[src/rtl/seq_mult_ctrl_pkg.sv]
// Shared definitions for the sequential shift-add multiplier: state encoding and default width.
package seq_mult_ctrl_pkg;

  localparam int DEFAULT_WIDTH = 32;

  typedef enum logic [1:0] {
    IDLE = 2'd0,
    RUN  = 2'd1,
    DONE = 2'd2
  } state_t;

endpackage

[src/rtl/seq_mult_ctrl_if.sv]
// Operand/product handshake bundle between the execute stage and the multiplier.
interface seq_mult_ctrl_if #(
  parameter int WIDTH = seq_mult_ctrl_pkg::DEFAULT_WIDTH
);
  logic             in_valid;
  logic             in_ready;
  logic [WIDTH-1:0] multiplicand;
  logic [WIDTH-1:0] multiplier;
  logic             kill;
  logic             out_valid;
  logic             out_ready;
  logic [WIDTH-1:0] product_hi;
  logic [WIDTH-1:0] product_lo;

  modport master (
    output in_valid, multiplicand, multiplier, kill, out_ready,
    input  in_ready, out_valid, product_hi, product_lo
  );

  modport slave (
    input  in_valid, multiplicand, multiplier, kill, out_ready,
    output in_ready, out_valid, product_hi, product_lo
  );
endinterface

[src/rtl/seq_mult_ctrl_adder.sv]
// Ripple-carry adder; the multiplier reuses one instance every iteration.
module seq_mult_ctrl_adder #(
  parameter int NUM_SIZE = 33
) (
  input  logic [NUM_SIZE-1:0] a,
  input  logic [NUM_SIZE-1:0] b,
  output logic [NUM_SIZE-1:0] sum
);
  logic carry;

  // NOTE: every variable assigned in always_comb gets a value on every path, so no latch is inferred.
  always_comb begin
    carry = 1'b0;
    sum   = '0;
    for (int i = 0; i < NUM_SIZE; i++) begin
      sum[i] = a[i] ^ b[i] ^ carry;
      carry  = (a[i] & b[i]) | (carry & (a[i] ^ b[i]));
    end
  end
endmodule

[src/rtl/seq_mult_ctrl.sv]
// Iterative unsigned WIDTH x WIDTH multiplier, radix-2 shift-add over WIDTH cycles,
// with valid/ready handshakes on operand and product sides.
module seq_mult_ctrl
  import seq_mult_ctrl_pkg::*;
#(
  parameter int WIDTH = DEFAULT_WIDTH,
  parameter int CNT_W = 6
) (
  input  logic           clk,
  input  logic           rst,
  seq_mult_ctrl_if.slave bus
);
  localparam logic [CNT_W-1:0] LAST = CNT_W'(WIDTH - 1);

  state_t           state, state_nxt;
  logic [CNT_W-1:0] count;
  logic [WIDTH-1:0] mcand_q;
  logic [WIDTH-1:0] hi;
  logic [WIDTH-1:0] lo;
  logic [WIDTH:0]   addend;
  logic [WIDTH:0]   s;
  logic             accept;
  logic             step;

  // The carry lands in s[WIDTH], so the sum never truncates.
  assign addend = lo[0] ? {1'b0, mcand_q} : '0;

  seq_mult_ctrl_adder #(.NUM_SIZE(WIDTH + 1)) u_add (
    .a   ({1'b0, hi}),
    .b   (addend),
    .sum (s)
  );

  assign accept = (state == IDLE) && bus.in_valid && !bus.kill;
  assign step   = (state == RUN) && !bus.kill;

  // NOTE: sequential state uses non-blocking assignments so every register samples pre-edge values.
  always_ff @(posedge clk or posedge rst) begin
    if (rst) state <= IDLE;
    else     state <= state_nxt;
  end

  always_comb begin
    state_nxt = state;
    case (state)
      IDLE:    if (accept) state_nxt = RUN;
      RUN:     if (bus.kill) state_nxt = IDLE;
               else if (count == LAST) state_nxt = DONE;
      DONE:    if (bus.kill || bus.out_ready) state_nxt = IDLE;
      default: state_nxt = IDLE;
    endcase
  end

  // NOTE: datapath registers are reset so the product ports read zero right after reset.
  always_ff @(posedge clk or posedge rst) begin
    if (rst) begin
      count   <= '0;
      mcand_q <= '0;
      hi      <= '0;
      lo      <= '0;
    end else if (accept) begin
      count   <= '0;
      mcand_q <= bus.multiplicand;
      hi      <= '0;
      lo      <= bus.multiplier;
    end else if (step) begin
      count   <= count + 1'b1;
      hi      <= s[WIDTH:1];
      lo      <= {s[0], lo[WIDTH-1:1]};
    end
  end

  assign bus.in_ready   = (state == IDLE);
  assign bus.out_valid  = (state == DONE);
  assign bus.product_hi = hi;
  assign bus.product_lo = lo;
endmodule

[src/flat_wrapper.sv]
// flat-port wrapper written by rule: the top's interface ports become plain ports
module seq_mult_ctrl_flat import seq_mult_ctrl_pkg::*;
#(
  parameter int WIDTH = DEFAULT_WIDTH,
  parameter int CNT_W = 6
)
  (clk, rst, bus_in_valid, bus_multiplicand, bus_multiplier, bus_kill, bus_out_ready, bus_in_ready, bus_out_valid, bus_product_hi, bus_product_lo);
  seq_mult_ctrl_if #(.WIDTH(WIDTH)) bus_i ();
  input  logic clk;
  input  logic rst;
  input wire logic [$bits(bus_i.in_valid)-1:0] bus_in_valid;
  input wire logic [$bits(bus_i.multiplicand)-1:0] bus_multiplicand;
  input wire logic [$bits(bus_i.multiplier)-1:0] bus_multiplier;
  input wire logic [$bits(bus_i.kill)-1:0] bus_kill;
  input wire logic [$bits(bus_i.out_ready)-1:0] bus_out_ready;
  output wire logic [$bits(bus_i.in_ready)-1:0] bus_in_ready;
  output wire logic [$bits(bus_i.out_valid)-1:0] bus_out_valid;
  output wire logic [$bits(bus_i.product_hi)-1:0] bus_product_hi;
  output wire logic [$bits(bus_i.product_lo)-1:0] bus_product_lo;
  assign bus_i.in_valid = bus_in_valid;
  assign bus_i.multiplicand = bus_multiplicand;
  assign bus_i.multiplier = bus_multiplier;
  assign bus_i.kill = bus_kill;
  assign bus_i.out_ready = bus_out_ready;
  assign bus_in_ready = bus_i.in_ready;
  assign bus_out_valid = bus_i.out_valid;
  assign bus_product_hi = bus_i.product_hi;
  assign bus_product_lo = bus_i.product_lo;
  seq_mult_ctrl #(.WIDTH(WIDTH), .CNT_W(CNT_W)) u_core (.clk(clk), .rst(rst), .bus(bus_i));
endmodule
[config.mk]
export PLATFORM = sky130hd
export DESIGN_NAME = seq_mult_ctrl_flat
export DESIGN_NICKNAME = d
export VERILOG_FILES = /design/src/rtl/seq_mult_ctrl_pkg.sv /design/src/rtl/seq_mult_ctrl_if.sv /design/src/rtl/seq_mult_ctrl_adder.sv /design/src/rtl/seq_mult_ctrl.sv /design/src/flat_wrapper.sv
export SDC_FILE = /design/constraint.sdc
export NUM_CORES = 1
export LEC_CHECK = 0
export ABC_CLOCK_PERIOD_IN_PS = 15200
export BUFFER_PORTS_ARGS = -buffer_cell sky130_fd_sc_hd__clkbuf_2
export CORE_MARGIN = 4
export CORE_UTILIZATION = 53
export DETAILED_ROUTE_END_ITERATION = 8
export GPL_TIMING_DRIVEN = 1
export PLACE_DENSITY_LB_ADDON = 0.15
export RECOVER_POWER = 50
export SETUP_SLACK_MARGIN = 0.4
export SLEW_MARGIN = 40
export SYNTH_ARGS = -nofsm -noshare
export SYNTH_HDL_FRONTEND = slang
export SYNTH_HIERARCHICAL = 1
export SYNTH_SLANG_ARGS = --single-unit
[constraint.sdc]
create_clock -name clk -period 15.2 [get_ports clk]
set_clock_uncertainty 0.05 [all_clocks]
set_input_delay 1.52 -clock clk [delete_from_list [all_inputs] [get_ports clk]]
set_output_delay 1.52 -clock clk [all_outputs]
set_load 0.1 [all_outputs]
Word level (Yosys, flattened, before mapping) --
Index checks and enable logic that the tools add are counted.
Storage, ports and cells: register bits after elaboration 104, input bits 69, output and inout bits 66, logic and storage cells 190
Cells by class: $add $sub $neg 1, eq/ne operators 6, multiplexer cells 12, bitwise gates (word level) 158, reduce and logical (&&, ||, !) cells 8
Operators with widths (count):
- $mux W32 | 5
- $and A1 B1 Y1 | 63
- $xor A1 B1 Y1 | 63
- $or A1 B1 Y1 | 31
- $mux W6 | 2
- $mux W2 | 4
- $add A6 B1 Y6 const B | 1
- $eq A6 B5 Y1 const B | 1
- $pmux W2 S3 | 1
- $ne A2 B1 Y1 const B | 2
- $logic_and A1 B1 Y1 | 3
- $ne A3 B3 Y1 const B | 1
- $reduce_and A3 Y1 | 1
- $eq A2 B1 Y1 const B | 1
- $eq A2 B2 Y1 const B | 1
- $logic_not A2 Y1 | 1
- $reduce_bool A2 Y1 | 1
- $logic_not A1 Y1 | 1
- $logic_or A1 B1 Y1 | 1
- $xor A1 B1 Y1 const A | 1

Longest topological paths before layout --
Gate-level depths: netlist of the first run.
depth in word-level cells 67, gate-level depth with buffers 37, mapped depth without buffers 37

By module --
The synthesis of the first run kept the hierarchy.
Modules (own cells, without submodules):
- seq_mult_ctrl | instances 1, cells an instance 400, area each 4355.4 µm², sequential area each 2602.5 µm²
- seq_mult_ctrl_adder | instances 1, cells an instance 38, area each 675.6 µm², sequential area each 0.0 µm²

Worst setup path after synthesis of the first run --
No wires, ideal clock.
kind reg2reg, start register u_core.lo[0] (netlist: u_core/bus.product_lo[0]), end register u_core.hi[31] (netlist: u_core/bus.product_hi[31]), setup time 0.123 ns, arrival 13.407 ns, data required time 15.027 ns, setup slack 1.620 ns, cell stages (with the launch flop) 38, path buffers 0, period minus slack after synthesis 13.580 ns, cells stage by stage dfrtp_1 > and2_1 > ha_1 > fa_1 > fa_1 > fa_1 > fa_1 > fa_1 > fa_1 > fa_1 > fa_1 > fa_1 > fa_1 > fa_1 > fa_1 > fa_1 > fa_1 > fa_1 > [... 2 more ...] > inv_1 > fa_1 > fa_1 > fa_1 > fa_1 > fa_1 > fa_1 > fa_1 > fa_1 > fa_1 > fa_1 > fa_1 > fa_1 > fa_1 > fa_1 > fa_1 > xor3_1 > a22o_1
On the way: cells in the longest elaborated chain, start to end 67, elaborated cells between the ends (all ways) 129, classes of those cells mux (3); bitwise (126)
Ends and longest elaborated chain:
- from (decl) | RTL line seq_mult_ctrl.sv:19 | logic [WIDTH-1:0] lo;
- from (signal assigned) | RTL line seq_mult_ctrl.sv:65 | lo <= bus.multiplier;
- from (signal assigned) | RTL line seq_mult_ctrl.sv:69 | lo <= {s[0], lo[WIDTH-1:1]};
- $mux W32 | RTL line seq_mult_ctrl.sv:26 | assign addend = lo[0] ? {1'b0, mcand_q} : '0;
- via u_core.addend[0] | RTL line seq_mult_ctrl.sv:20 | logic [WIDTH:0] addend;
- $and A1 B1 Y1 (2 in series) | RTL line seq_mult_ctrl_adder.sv:17 | carry = (a[i] & b[i]) | (carry & (a[i] ^ b[i]));
- $or A1 B1 Y1 | RTL line seq_mult_ctrl_adder.sv:17
- $and A1 B1 Y1 | RTL line seq_mult_ctrl_adder.sv:17
- $or A1 B1 Y1 | RTL line seq_mult_ctrl_adder.sv:17
- $and A1 B1 Y1 | RTL line seq_mult_ctrl_adder.sv:17
- $or A1 B1 Y1 | RTL line seq_mult_ctrl_adder.sv:17
- [... 52 more ...]
- $and A1 B1 Y1 | RTL line seq_mult_ctrl_adder.sv:17
- $or A1 B1 Y1 | RTL line seq_mult_ctrl_adder.sv:17
- $and A1 B1 Y1 | RTL line seq_mult_ctrl_adder.sv:17
- $or A1 B1 Y1 | RTL line seq_mult_ctrl_adder.sv:17
- $xor A1 B1 Y1 | RTL line seq_mult_ctrl_adder.sv:16 | sum[i] = a[i] ^ b[i] ^ carry;
- via u_core.s[32] | RTL line seq_mult_ctrl.sv:21 | logic [WIDTH:0] s;
- $mux W32 | RTL line seq_mult_ctrl.sv:66 | end else if (step) begin
- $mux W32 | RTL line seq_mult_ctrl.sv:61 | end else if (accept) begin
- to (signal assigned) | RTL line seq_mult_ctrl.sv:68 | hi <= s[WIDTH:1];
- to (decl) | RTL line seq_mult_ctrl.sv:18 | logic [WIDTH-1:0] hi;
The timed path passes the listed nets, and every way through them passes these cells. The select of a mux whose other input is x is not followed. A chain may end at the register's enable or synchronous reset.

Worst setup path in the final report of the first run --
Ends and elaborated chain as after synthesis.

==> metrics.md, run 1 <==
| Metric | Value |
|---|---|
| Status | `finished with violations` |
| Failing checks | `max-capacitance violations, max-slew violations` |
| Synth Flop Type | `dfrtp_1` |
| Routed Antenna Nets | `0` |
| Port Buffer Count | `134` |
| CTS H-tree depth | `3` |
| RSZ-0062 raised after global routing | `no` |
| Final Max Tran Viols | `220` |
| TritonCTS clock tree | `yes` |
| DRC | `0` |
| Cell Area, Synth | `5030 um^2` |
| Initial antenna violation count | `0` |
| Cts bufs inserted | `9` |
| DR WL/cell | `15.3 um` |
| Vias | `3631` |
| Share of layout cells above drive strength 1 | `26.0%` |
| Worst vdd ir | `0.129 mV` |
| Worst path required time | `15390 ps` |
| Fmax | `73.2 MHz` |
| # nets final | `662` |
| Vias per std cell | `5.23` |
| Crit path launch | `u_core/bus.product_lo[0]$_DFFE_PP0P_` |
| EDFF count, synth | `0` |
| Slew HR | `-198%` |
| WP data arrival | `13850 ps` |
| Period minus WS final | `13660 ps` |
| MaxCap Viol Count | `3` |
| Synthesized area per cell | `11.5 um^2` |
| Async set-reset flop share out of synthesis | `100%` |
| Filler instances | `790` |
| Detailed Place HPWL | `7.38 mm` |
| First-pass GRT wire length | `18.1 mm` |
| Die X | `105 um` |
| GR Overflow Total | `0` |
| Met2 Use GR | `32.1%` |
| Ant diodes | `0` |
| Post-cts sizing count | `0` |
| Slowest stage delay, CP | `440 ps` |
| Largest net degree at the start of global routing | `86` |
| Met1 usage | `27.6%` |
| Power Density | `190 nW/um^2` |
| DP Worst Slack | `1620 ps` |
| Starting Density | `54.4%` |
| Sequential area share after synthesis | `51.7%` |
| Vias in the first global route | `3765` |
| FF+latch count, synth | `104` |
| Slowest cell on the critical path | `dfrtp_1` |
| Clock Sinks | `104` |
| Total I/O pin count | `135` |
| Most common cell on crit path | `fa_1` |
| Power Total | `0.00113 W` |
| CTS Hold Bufs | `0` |
| Fin area | `5940 um^2` |
| Area after detailed placement | `5790 um^2` |
| Final setup vio count | `0` |
| RR Startpoint | `u_core/bus.product_lo[0]$_DFFE_PP0P_` |
| Area growth from synthesis to final layout | `18.1%` |
| Initial DRC count | `174` |
| Grt peak-use layer | `met2` |
| Yosys cell types | `35` |
| Clock transition at path regs | `100 ps` |
| Gate Count Post-Synth | `438` |
| Leakage | `3.33 nW` |
| Final hold vios | `0` |
| Gp weighted congestion | `0.776` |
| Startpoint Class | `flop` |
| Post-CTS setup buffer count | `0` |
| Core area | `9240 um^2` |
| Die height | `105 um` |
| Drt total wl | `10.6 mm` |
| Met3 usage | `4.16%` |
| Hold crit path type | `flop to flop` |
| Hold Slack | `420 ps` |
| Tcrit/Tclk final | `89.9%` |
| CTS root buf | `clkbuf_8` |
| Max clock buf depth | `2` |
| Crit. End Element | `flop` |
| Die Footprint | `11100 um^2` |
| Tot GR Track Use | `20.2%` |
| First drt pass iteration count | `4` |
| Final worst slack | `1540 ps` |
| CP max FO | `6` |
| Total negative slack | `0 ps` |
| Min-Delay Startpoint | `u_core/mcand_q[8]$_DFFE_PP0P_` |
| Crit Path Class | `flop to flop` |
| Worst-skew pair later-pin latency | `360 ps` |
| Measured slew at the worst slew-check pin | `4470 ps` |
| Synth Warn # | `6` |
| Rows | `35` |
final cells by class:
cell class,count,area (um^2),share of cell area (%)
clock buffer,10,138,2.32
multi-input combinational,297,2250,37.9
sequential,104,2600,43.8
tap,129,161,2.72
inverter,8,31.3,0.527
timing repair buffer,140,693,11.7
clock inverter,6,65.1,1.10
cells in the final DEF (no fill, tap or decap), drive strengths merged:
cell      synthesis  layout
fa               31      31
a31oi             1       1
o21ai             3       3
dfrtp           104     104
inv               8       9
a21oi             6       6
a22oi             1       1
nor4b             1       1
or4               1       1
buf              24       3
conb              1       2
nand3             3       3
nor2b             1       1
clkinvlp          0       2
xor3              1       1
and4              1       1
and2             32      32
bufinv            0       1
nor2              6       6
or2               1       1
a22o             63      63
nand3b            1       1
o31ai             1       1
nand2           102     102
nor3b             2       2
nand4             1       1
a21o             29      29
clkbuf            6     147
mux2i             1       1
ha                2       2
or4b              1       1
or3b              1       1
clkinv            0       2
or3               2       2
worst max-delay path: cells and delay by family, from the launching register on:
| kind | cells | cell delay (ps) |
|---|---|---|
| and+or+nand+nor | 1 | 180 |
| xor gates and xnor gates | 1 | 360 |
| buffers and inverters | 2 | 130 |
| DFF | 1 | 440 |
| AOI/OAI and AO/OA | 1 | 210 |
| adders and majority gates | 32 | 12170 |
synth_stat cells (all sizes together), types with 2 or more instances:
| cell | n | area, um^2 |
|---|---|---|
| buf | 24 | 128 |
| or3 | 2 | 12.5 |
| nand3 | 3 | 15.0 |
| a21oi | 6 | 30.0 |
| nand2 | 102 | 383 |
| nor2 | 6 | 22.5 |
| ha | 2 | 25.0 |
| dfrtp | 104 | 2600 |
| and2 | 32 | 200 |
| fa | 31 | 621 |
| o21ai | 3 | 15.0 |
| nor3b | 2 | 20.0 |
| a22o | 63 | 552 |
| clkbuf | 6 | 22.5 |
| inv | 8 | 30.0 |
| a21o | 29 | 218 |
routing by layer:
metal / vias to the layer above / wire, um
li1: 1724 / -
met1: 1786 / 4690
met2: 102 / 5120
met3: 19 / 585
met4: 0 / 211
met5: - / 0
sequential cells by signal (all words and copies together), names as in the netlist:
name,cells
u_core/bus.product_hi,32
u_core/bus.product_lo,32
u_core/count,6
u_core/mcand_q,32
u_core/state,2
kinds of logic after synthesis:
family | count (synthesis) | share of synthesized area (%)
other cells | 1 | 0.0745
mux | 1 | 0.199
xor+xnor | 1 | 0.472
fa+ha+maj | 33 | 12.8
simple gates | 156 | 14.5
buf+inv | 38 | 3.58
compound gates | 104 | 16.6
flops | 104 | 51.7
where the power goes:
group	internal, W	switching [W]	leakage [nW]
Clock	0.0000814	0.0000945	0.103
Combinational	0.000108	0.000445	1.89
Sequential	0.000341	0.0000572	1.34
Total	0.000530	0.000597	3.33
path summary, 6_finish.rpt:
path / end / slack [ps] / cells after the start
max: u_core/bus.product_hi[31]$_DFFE_PP0P_ / 1540 / 37
min: u_core/mcand_q[8]$_DFFE_PP0P_ / 420 / 2
max reg2reg: u_core/bus.product_hi[31]$_DFFE_PP0P_ / 1540 / 37
min reg2reg: u_core/mcand_q[8]$_DFFE_PP0P_ / 420 / 2
max in group asynchronous: u_core/mcand_q[4]$_DFFE_PP0P_ / 9220 / 3
min in group asynchronous: u_core/bus.product_hi[20]$_DFFE_PP0P_ / 1200 / 2
stage by stage:
stage	util [%]	cells
6_report	64.3	694
3_5_place_dp	62.7	678
3_3_place_gp	62.6	678
2_1_floorplan	-	439
4_1_cts	64.9	694
5_1_grt	64.3	694
(Power assumes the default switching activity.)
==> inputs of run 2 (changes only) <==
--- a/config.mk
+++ b/config.mk
@@ -13,6 +13,7 @@
 export GPL_TIMING_DRIVEN = 1
 export PLACE_DENSITY_LB_ADDON = 0.15
 export RECOVER_POWER = 50
+export REMOVE_ABC_BUFFERS = 1
 export SETUP_SLACK_MARGIN = 0.4
 export SLEW_MARGIN = 40
 export SYNTH_ARGS = -nofsm -noshare
==> run 2 against run 1 <==
Critical path type unchanged. Critical endpoint unchanged. Total power decreased by 0.64%. Sequential share of layout area hardly changed. Worst setup slack got worse by 150 ps. The run still ends with max-capacitance violations, max-slew violations left. Die area did not move. Register-to-register slack got worse by 150 ps. Global-route usage rose by 1.0 points. Via count shrank 0.83%. Final cell count fell by 0.14%. Design area unchanged.
==> metrics.md, run 2 (synthesis gave the netlist of run 1 again) <==
| Metric | Value |
|---|---|
| WP data arrival | `14020 ps (+170 ps)` |
| Crit. End Element | `flop` |
| Worst path required time | `15400 ps (about the same)` |
| Worst vdd ir | `0.110 mV (-14%)` |
| P_sw | `0.000595 W (-0.36%)` |
| DR WL/cell | `15.9 um (+4.0%)` |
| DRC | `0 (unchanged)` |
| Startpoint Class | `flop` |
| Slew HR | `-100% (+98 points)` |
| Status | `finished with violations` |
| MaxCap Viol Count | `3 (unchanged)` |
| First drt pass iteration count | `4 (unchanged)` |
| Area growth from synthesis to final layout | `18.1% (unchanged)` |
| Slowest cell on the critical path | `dfrtp_2` |
| Ant diodes | `0 (unchanged)` |
| Power Total | `0.00112 W (-0.64%)` |
| Share of layout cells above drive strength 1 | `27.0% (+0.93 points)` |
| First-pass GRT wire length | `19.0 mm (+4.6%)` |
| Total I/O pin count | `135 (unchanged)` |
| Met2 Use GR | `35.0% (+2.9 points)` |
| Buf/Inv on CP | `2 (unchanged)` |
| Placed Cells | `677 (-0.15%)` |
| Die Footprint | `11100 um^2 (unchanged)` |
| Die height | `105 um (unchanged)` |
| Gp weighted congestion | `0.782 (+0.72%)` |
| Hold crit path type | `flop to flop` |
| Worst-skew pair later-pin latency | `350 ps (about the same)` |
| Met1 usage | `29.2% (+1.7 points)` |
| Vias per std cell | `5.20 (-0.68%)` |
| CTS Hold Bufs | `0 (unchanged)` |
| Clk pwr share | `15.1% (-0.5 points)` |
| Most frequent cells in the layout | `clkbuf_2, dfrtp_1, nand2_1` |
| Hold Slack | `425 ps (+5.02 ps)` |
| Largest net degree at the start of global routing | `68 (-21%)` |
| Starting Density | `54.4% (unchanged)` |
| Tcrit/Tclk final | `90.9% (+1.0 points)` |
| Slowest stage delay, CP | `590 ps (+150 ps)` |
| Commonest non-fill, non-tap cell in the layout | `clkbuf_2` |
| Tot GR Track Use | `21.2% (+1.0 points)` |
| Most common cell on crit path | `fa_1` |
| Cts bufs inserted | `9 (unchanged)` |
| Post-cts sizing count | `0 (unchanged)` |
| Port Buffer Count | `134 (unchanged)` |
| RSZ-0062 raised after global routing | `no` |
| # nets final | `661 (-0.15%)` |
| Clock Sinks | `104 (unchanged)` |
| Initial antenna violation count | `0 (unchanged)` |
| Post-CTS setup buffer count | `0 (unchanged)` |
| Comb pwr share | `48.9% (-0.2 points)` |
| Final Max Tran Viols | `175 (-20%)` |
| CP max FO | `34 (+28)` |
| Drt total wl | `11.0 mm (+3.8%)` |
| Met3 usage | `3.37% (-0.80 points)` |
| CTS root buf | `clkbuf_8` |
| Switching fraction of total power | `53.1% (+0.15 points)` |
| Vias in the first global route | `3784 (+0.50%)` |
| CTS H-tree depth | `3 (unchanged)` |
| Clock transition at path regs | `100 ps (about the same)` |
| Period minus WS final | `13810 ps (+153 ps)` |
| Crit Path Class | `flop to flop` |
| Routed Antenna Nets | `0 (unchanged)` |
| Grt peak-use layer | `met2` |
| Vias | `3601 (-0.83%)` |
| Fmax | `72.4 MHz (-1.1%)` |
| TritonCTS clock tree | `yes` |
| Final setup vio count | `0 (unchanged)` |
| Flop2flop setup slack | `1390 ps (-150 ps)` |
| Core area | `9240 um^2 (unchanged)` |
| Initial DRC count | `163 (-6.3%)` |
| Rows | `35 (unchanged)` |
| GR Overflow Total | `0 (unchanged)` |
| Measured slew at the worst slew-check pin | `3000 ps (-1460 ps)` |
| Final hold vios | `0 (unchanged)` |
| Die X | `105 um (unchanged)` |
| Fin util | `64.3% (unchanged)` |
| Seq pwr share | `36.0% (+0.7 points)` |
| Leakage | `3.33 nW (+0.20%)` |
| Failing checks | `max-capacitance violations, max-slew violations` |
| Non-filler instance count after layout | `693 (-0.14%)` |
| Internal power | `0.000525 W (-0.95%)` |
| Max clock buf depth | `2 (unchanged)` |
| Power Density | `189 nW/um^2 (-0.64%)` |
| Filler instances | `767 (-2.9%)` |
| Cell family with most CP delay | `adder cells` |
| Detailed Place HPWL | `7.71 mm (+4.6%)` |
| Total negative slack | `0 ps (unchanged)` |
run 2: changes by cell type in the layout (fill, tap and decap cells not counted), sizes merged:
cell / change
inv: -1
run 2: final timing paths:
path / start / end / cells past startpoint
worst min-delay path: u_core/mcand_q[22]$_DFFE_PP0P_ / u_core/mcand_q[22]$_DFFE_PP0P_ / 2
worst min register to register: u_core/mcand_q[22]$_DFFE_PP0P_ / u_core/mcand_q[22]$_DFFE_PP0P_ / 2
min in group asynchronous: rst / u_core/bus.product_lo[24]$_DFFE_PP0P_ / 2
worst max register to register: u_core/bus.product_lo[0]$_DFFE_PP0P_ / u_core/bus.product_hi[31]$_DFFE_PP0P_ / 37
max in group asynchronous: rst / u_core/count[0]$_DFFE_PP0P_ / 3
worst max-delay path: u_core/bus.product_lo[0]$_DFFE_PP0P_ / u_core/bus.product_hi[31]$_DFFE_PP0P_ / 37
run 2: tightest hold or removal path, stage by stage (launching register included):
cell and delay (ps):
dfrtp_1 350, nand2_1 50, nand2_1 50
run 2: cell type report:
type | count | area [um^2] | area share (%)
Sequential cell | 104 | 2600 | 43.8
Multi-Input combinational cell | 297 | 2260 | 38.0
Timing Repair Buffer | 139 | 696 | 11.7
Tap cell | 129 | 161 | 2.72
Clock buffer | 11 | 131 | 2.21
Clock inverter | 5 | 56.3 | 0.948
Inverter | 8 | 31.3 | 0.527
run 2: metrics by stage:
stage	worst slack, ps	area (um^2)
after detailed placement	1190	5780
after CTS	1190	5970
after global placement	1450	5780
final	1390	5940
after floorplan	1420	4880
after global routing	939	5940
run 2: power groups by stage:
stage / clock (W) / sequential [W] / combinational [W]
final: 0.000170 / 0.000403 / 0.000547
after global routing: 0.000190 / 0.000416 / 0.000574
after CTS: 0.000174 / 0.000405 / 0.000552
after detailed placement: 0 / 0.000410 / 0.000551
after global placement: 0 / 0.000408 / 0.000542
after floorplan: 0 / 0.000735 / 0.000118
run 2: metal layers:
| layer | wire, um | vias to the layer above |
|---|---|---|
| met3 | 409 | 12 |
| met2 | 5730 | 66 |
| met1 | 4730 | 1800 |
| met4 | 144 | 0 |
| met5 | 0 | - |
| li1 | - | 1723 |
==> inputs of run 3 (changes only) <==
--- a/config.mk
+++ b/config.mk
@@ -8,7 +8,8 @@
 export ABC_CLOCK_PERIOD_IN_PS = 15200
 export BUFFER_PORTS_ARGS = -buffer_cell sky130_fd_sc_hd__clkbuf_2
 export CORE_MARGIN = 4
-export CORE_UTILIZATION = 53
+export CORE_UTILIZATION = 45
+export CTS_CLUSTER_SIZE = 14
 export DETAILED_ROUTE_END_ITERATION = 8
 export GPL_TIMING_DRIVEN = 1
 export PLACE_DENSITY_LB_ADDON = 0.15
==> run 3 against run 2 <==
The run still ends with max-capacitance violations, max-slew violations left. Largest cell class unchanged. Final cell count is 1.4% higher. Global-route usage down 3.2 points. Critical path type unchanged. Die area grew 16%. Highest routed layer unchanged.
==> metrics.md, run 3 (synthesis gave the netlist of run 1 again) <==
| Metric | Value |
|---|---|
| Routed Antenna Nets | `0 (unchanged)` |
| Worst-skew pair later-pin latency | `360 ps (about the same)` |
| Rows | `38 (+8.6%)` |
| Met3 usage | `3.24% (-0.13 points)` |
| Clock transition at path regs | `100 ps (about the same)` |
| WP data arrival | `13630 ps (-390 ps)` |
| Largest net degree at the start of global routing | `74 (+8.8%)` |
| DRC | `0 (unchanged)` |
| Status | `finished with violations` |
| Tot GR Track Use | `18.1% (-3.2 points)` |
| DP Worst Slack | `1770 ps (+582 ps)` |
| CTS root buf | `clkbuf_8` |
| Die height | `114 um (+7.9%)` |
| Initial DRC count | `188 (+15%)` |
| MaxCap Viol Count | `3 (unchanged)` |
| Worst path required time | `15400 ps (about the same)` |
| Die Footprint | `12900 um^2 (+16%)` |
| Tcrit/Tclk final | `88.4% (-2.5 points)` |
| Max clock buf depth | `2 (unchanged)` |
| Fmax | `74.5 MHz (+2.8%)` |
| Crit Path Class | `flop to flop` |
| Met1 usage | `25.0% (-4.2 points)` |
| Post-CTS setup buffer count | `0 (unchanged)` |
| Final Max Tran Viols | `209 (+19%)` |
| First-pass GRT wire length | `18.8 mm (-1.0%)` |
| CTS H-tree depth | `3 (unchanged)` |
| Drt total wl | `11.1 mm (+0.73%)` |
| Startpoint Class | `flop` |
| Slowest cell on the critical path | `fa_1` |
| Clock Sinks | `104 (unchanged)` |
| Fin util | `54.9% (-9.3 points)` |
| DR WL/cell | `15.8 um (-0.71%)` |
| Total negative slack | `0 ps (unchanged)` |
| Detailed Place HPWL | `7.67 mm (-0.55%)` |
| Hold crit path type | `flop to flop` |
| Share of layout cells above drive strength 1 | `25.2% (-1.7 points)` |
| Gp weighted congestion | `0.730 (-6.7%)` |
| Power Total | `0.00114 W (+1.5%)` |
| RSZ-0062 raised after global routing | `no` |
| TritonCTS clock tree | `yes` |
| Total I/O pin count | `135 (unchanged)` |
| Ant diodes | `0 (unchanged)` |
| Post-cts sizing count | `0 (unchanged)` |
| Met2 Use GR | `28.9% (-6.1 points)` |
| Vias | `3664 (+1.7%)` |
| Port Buffer Count | `134 (unchanged)` |
| Leakage | `3.32 nW (-0.34%)` |
| Starting Density | `46.2% (-8.2 points)` |
| Core area | `10900 um^2 (+18%)` |
| Vias in the first global route | `3851 (+1.8%)` |
| Most frequent cells in the layout | `clkbuf_2, dfrtp_1, nand2_1` |
| Cts bufs inserted | `9 (unchanged)` |
| First drt pass iteration count | `4 (unchanged)` |
| Worst vdd ir | `0.126 mV (+14%)` |
| Grt peak-use layer | `met2` |
| Final worst slack | `1770 ps (+382 ps)` |
| Final setup vio count | `0 (unchanged)` |
| Period minus WS final | `13430 ps (-382 ps)` |
| Area growth from synthesis to final layout | `18.9%` |
| CP max FO | `3 (-91%)` |
| Power Density | `190 nW/um^2 (+0.78%)` |
| Most common cell on crit path | `fa_1` |
| Die X | `114 um (+7.9%)` |
| CTS Hold Bufs | `0 (unchanged)` |
| Initial antenna violation count | `0 (unchanged)` |
| Crit. End Element | `flop` |
| Vias per std cell | `5.21 (+0.30%)` |
| Commonest non-fill, non-tap cell in the layout | `clkbuf_2` |
| Final hold vios | `0 (unchanged)` |
| Slew HR | `-156% (-56 points)` |
| Measured slew at the worst slew-check pin | `3840 ps (+839 ps)` |
| Failing checks | `max-capacitance violations, max-slew violations` |
| # nets final | `662 (+0.15%)` |
| GR Overflow Total | `0 (unchanged)` |
| Slowest stage delay, CP | `410 ps (-180 ps)` |
[run 3: cell type report]
| type | instances | area (um^2) |
|---|---|---|
| fill | 995 | 4910 |
| sequential | 104 | 2600 |
| multi-input combinational | 297 | 2270 |
| timing repair buffer | 140 | 688 |
| tap | 140 | 175 |
| clock buffer | 11 | 141 |
| clock inverter | 3 | 67.6 |
| inverter | 8 | 31.3 |
[run 3: stage by stage]
stage	instance area [um^2]	instances	hold slack (ps)
after floorplan	4880	409	387
after global placement	5800	689	398
after detailed placement	5800	689	404
after CTS	6010	703	427
after global routing	5980	703	454
final	5980	703	420
[run 3: final timing paths]
check	startpoint	to	slack [ps]	cells after the start
worst max-delay path	u_core/bus.product_lo[0]$_DFFE_PP0P_	u_core/bus.product_hi[31]$_DFFE_PP0P_	1770	37
worst min-delay path	u_core/mcand_q[7]$_DFFE_PP0P_	u_core/mcand_q[7]$_DFFE_PP0P_	420	2
worst max register to register	u_core/bus.product_lo[0]$_DFFE_PP0P_	u_core/bus.product_hi[31]$_DFFE_PP0P_	1770	37
worst min register to register	u_core/mcand_q[7]$_DFFE_PP0P_	u_core/mcand_q[7]$_DFFE_PP0P_	420	2
max in group asynchronous	rst	u_core/mcand_q[0]$_DFFE_PP0P_	9490	3
min in group asynchronous	rst	u_core/bus.product_lo[15]$_DFFE_PP0P_	1390	2
[run 3: per-layer routing]
layer	routed length [um]	part of all wire [%]	vias up
li1	-	-	1725
met5	0	0	-
met1	4930	44	1840
met4	159	1.4	0
met2	5420	49	86
met3	574	5.2	13
[run 3: worst max-delay path, delay by kind of cell (launching register included)]
kind                     cells  cell delay [ps]
AO/OA/AOI/OAI                1              220
XOR/XNOR                     1              360
adder cells (fa/ha/maj)     32            12000
buffers and inverters        2              120
AND/OR/NAND/NOR              1              160
flip-flops                   1              400
[run 3: power breakdown]
part,switching (W),internal (W),leakage (nW)
logic,0.000445,0.000107,1.88
clock network,0.0000897,0.0000957,0.101
registers,0.0000585,0.000341,1.34
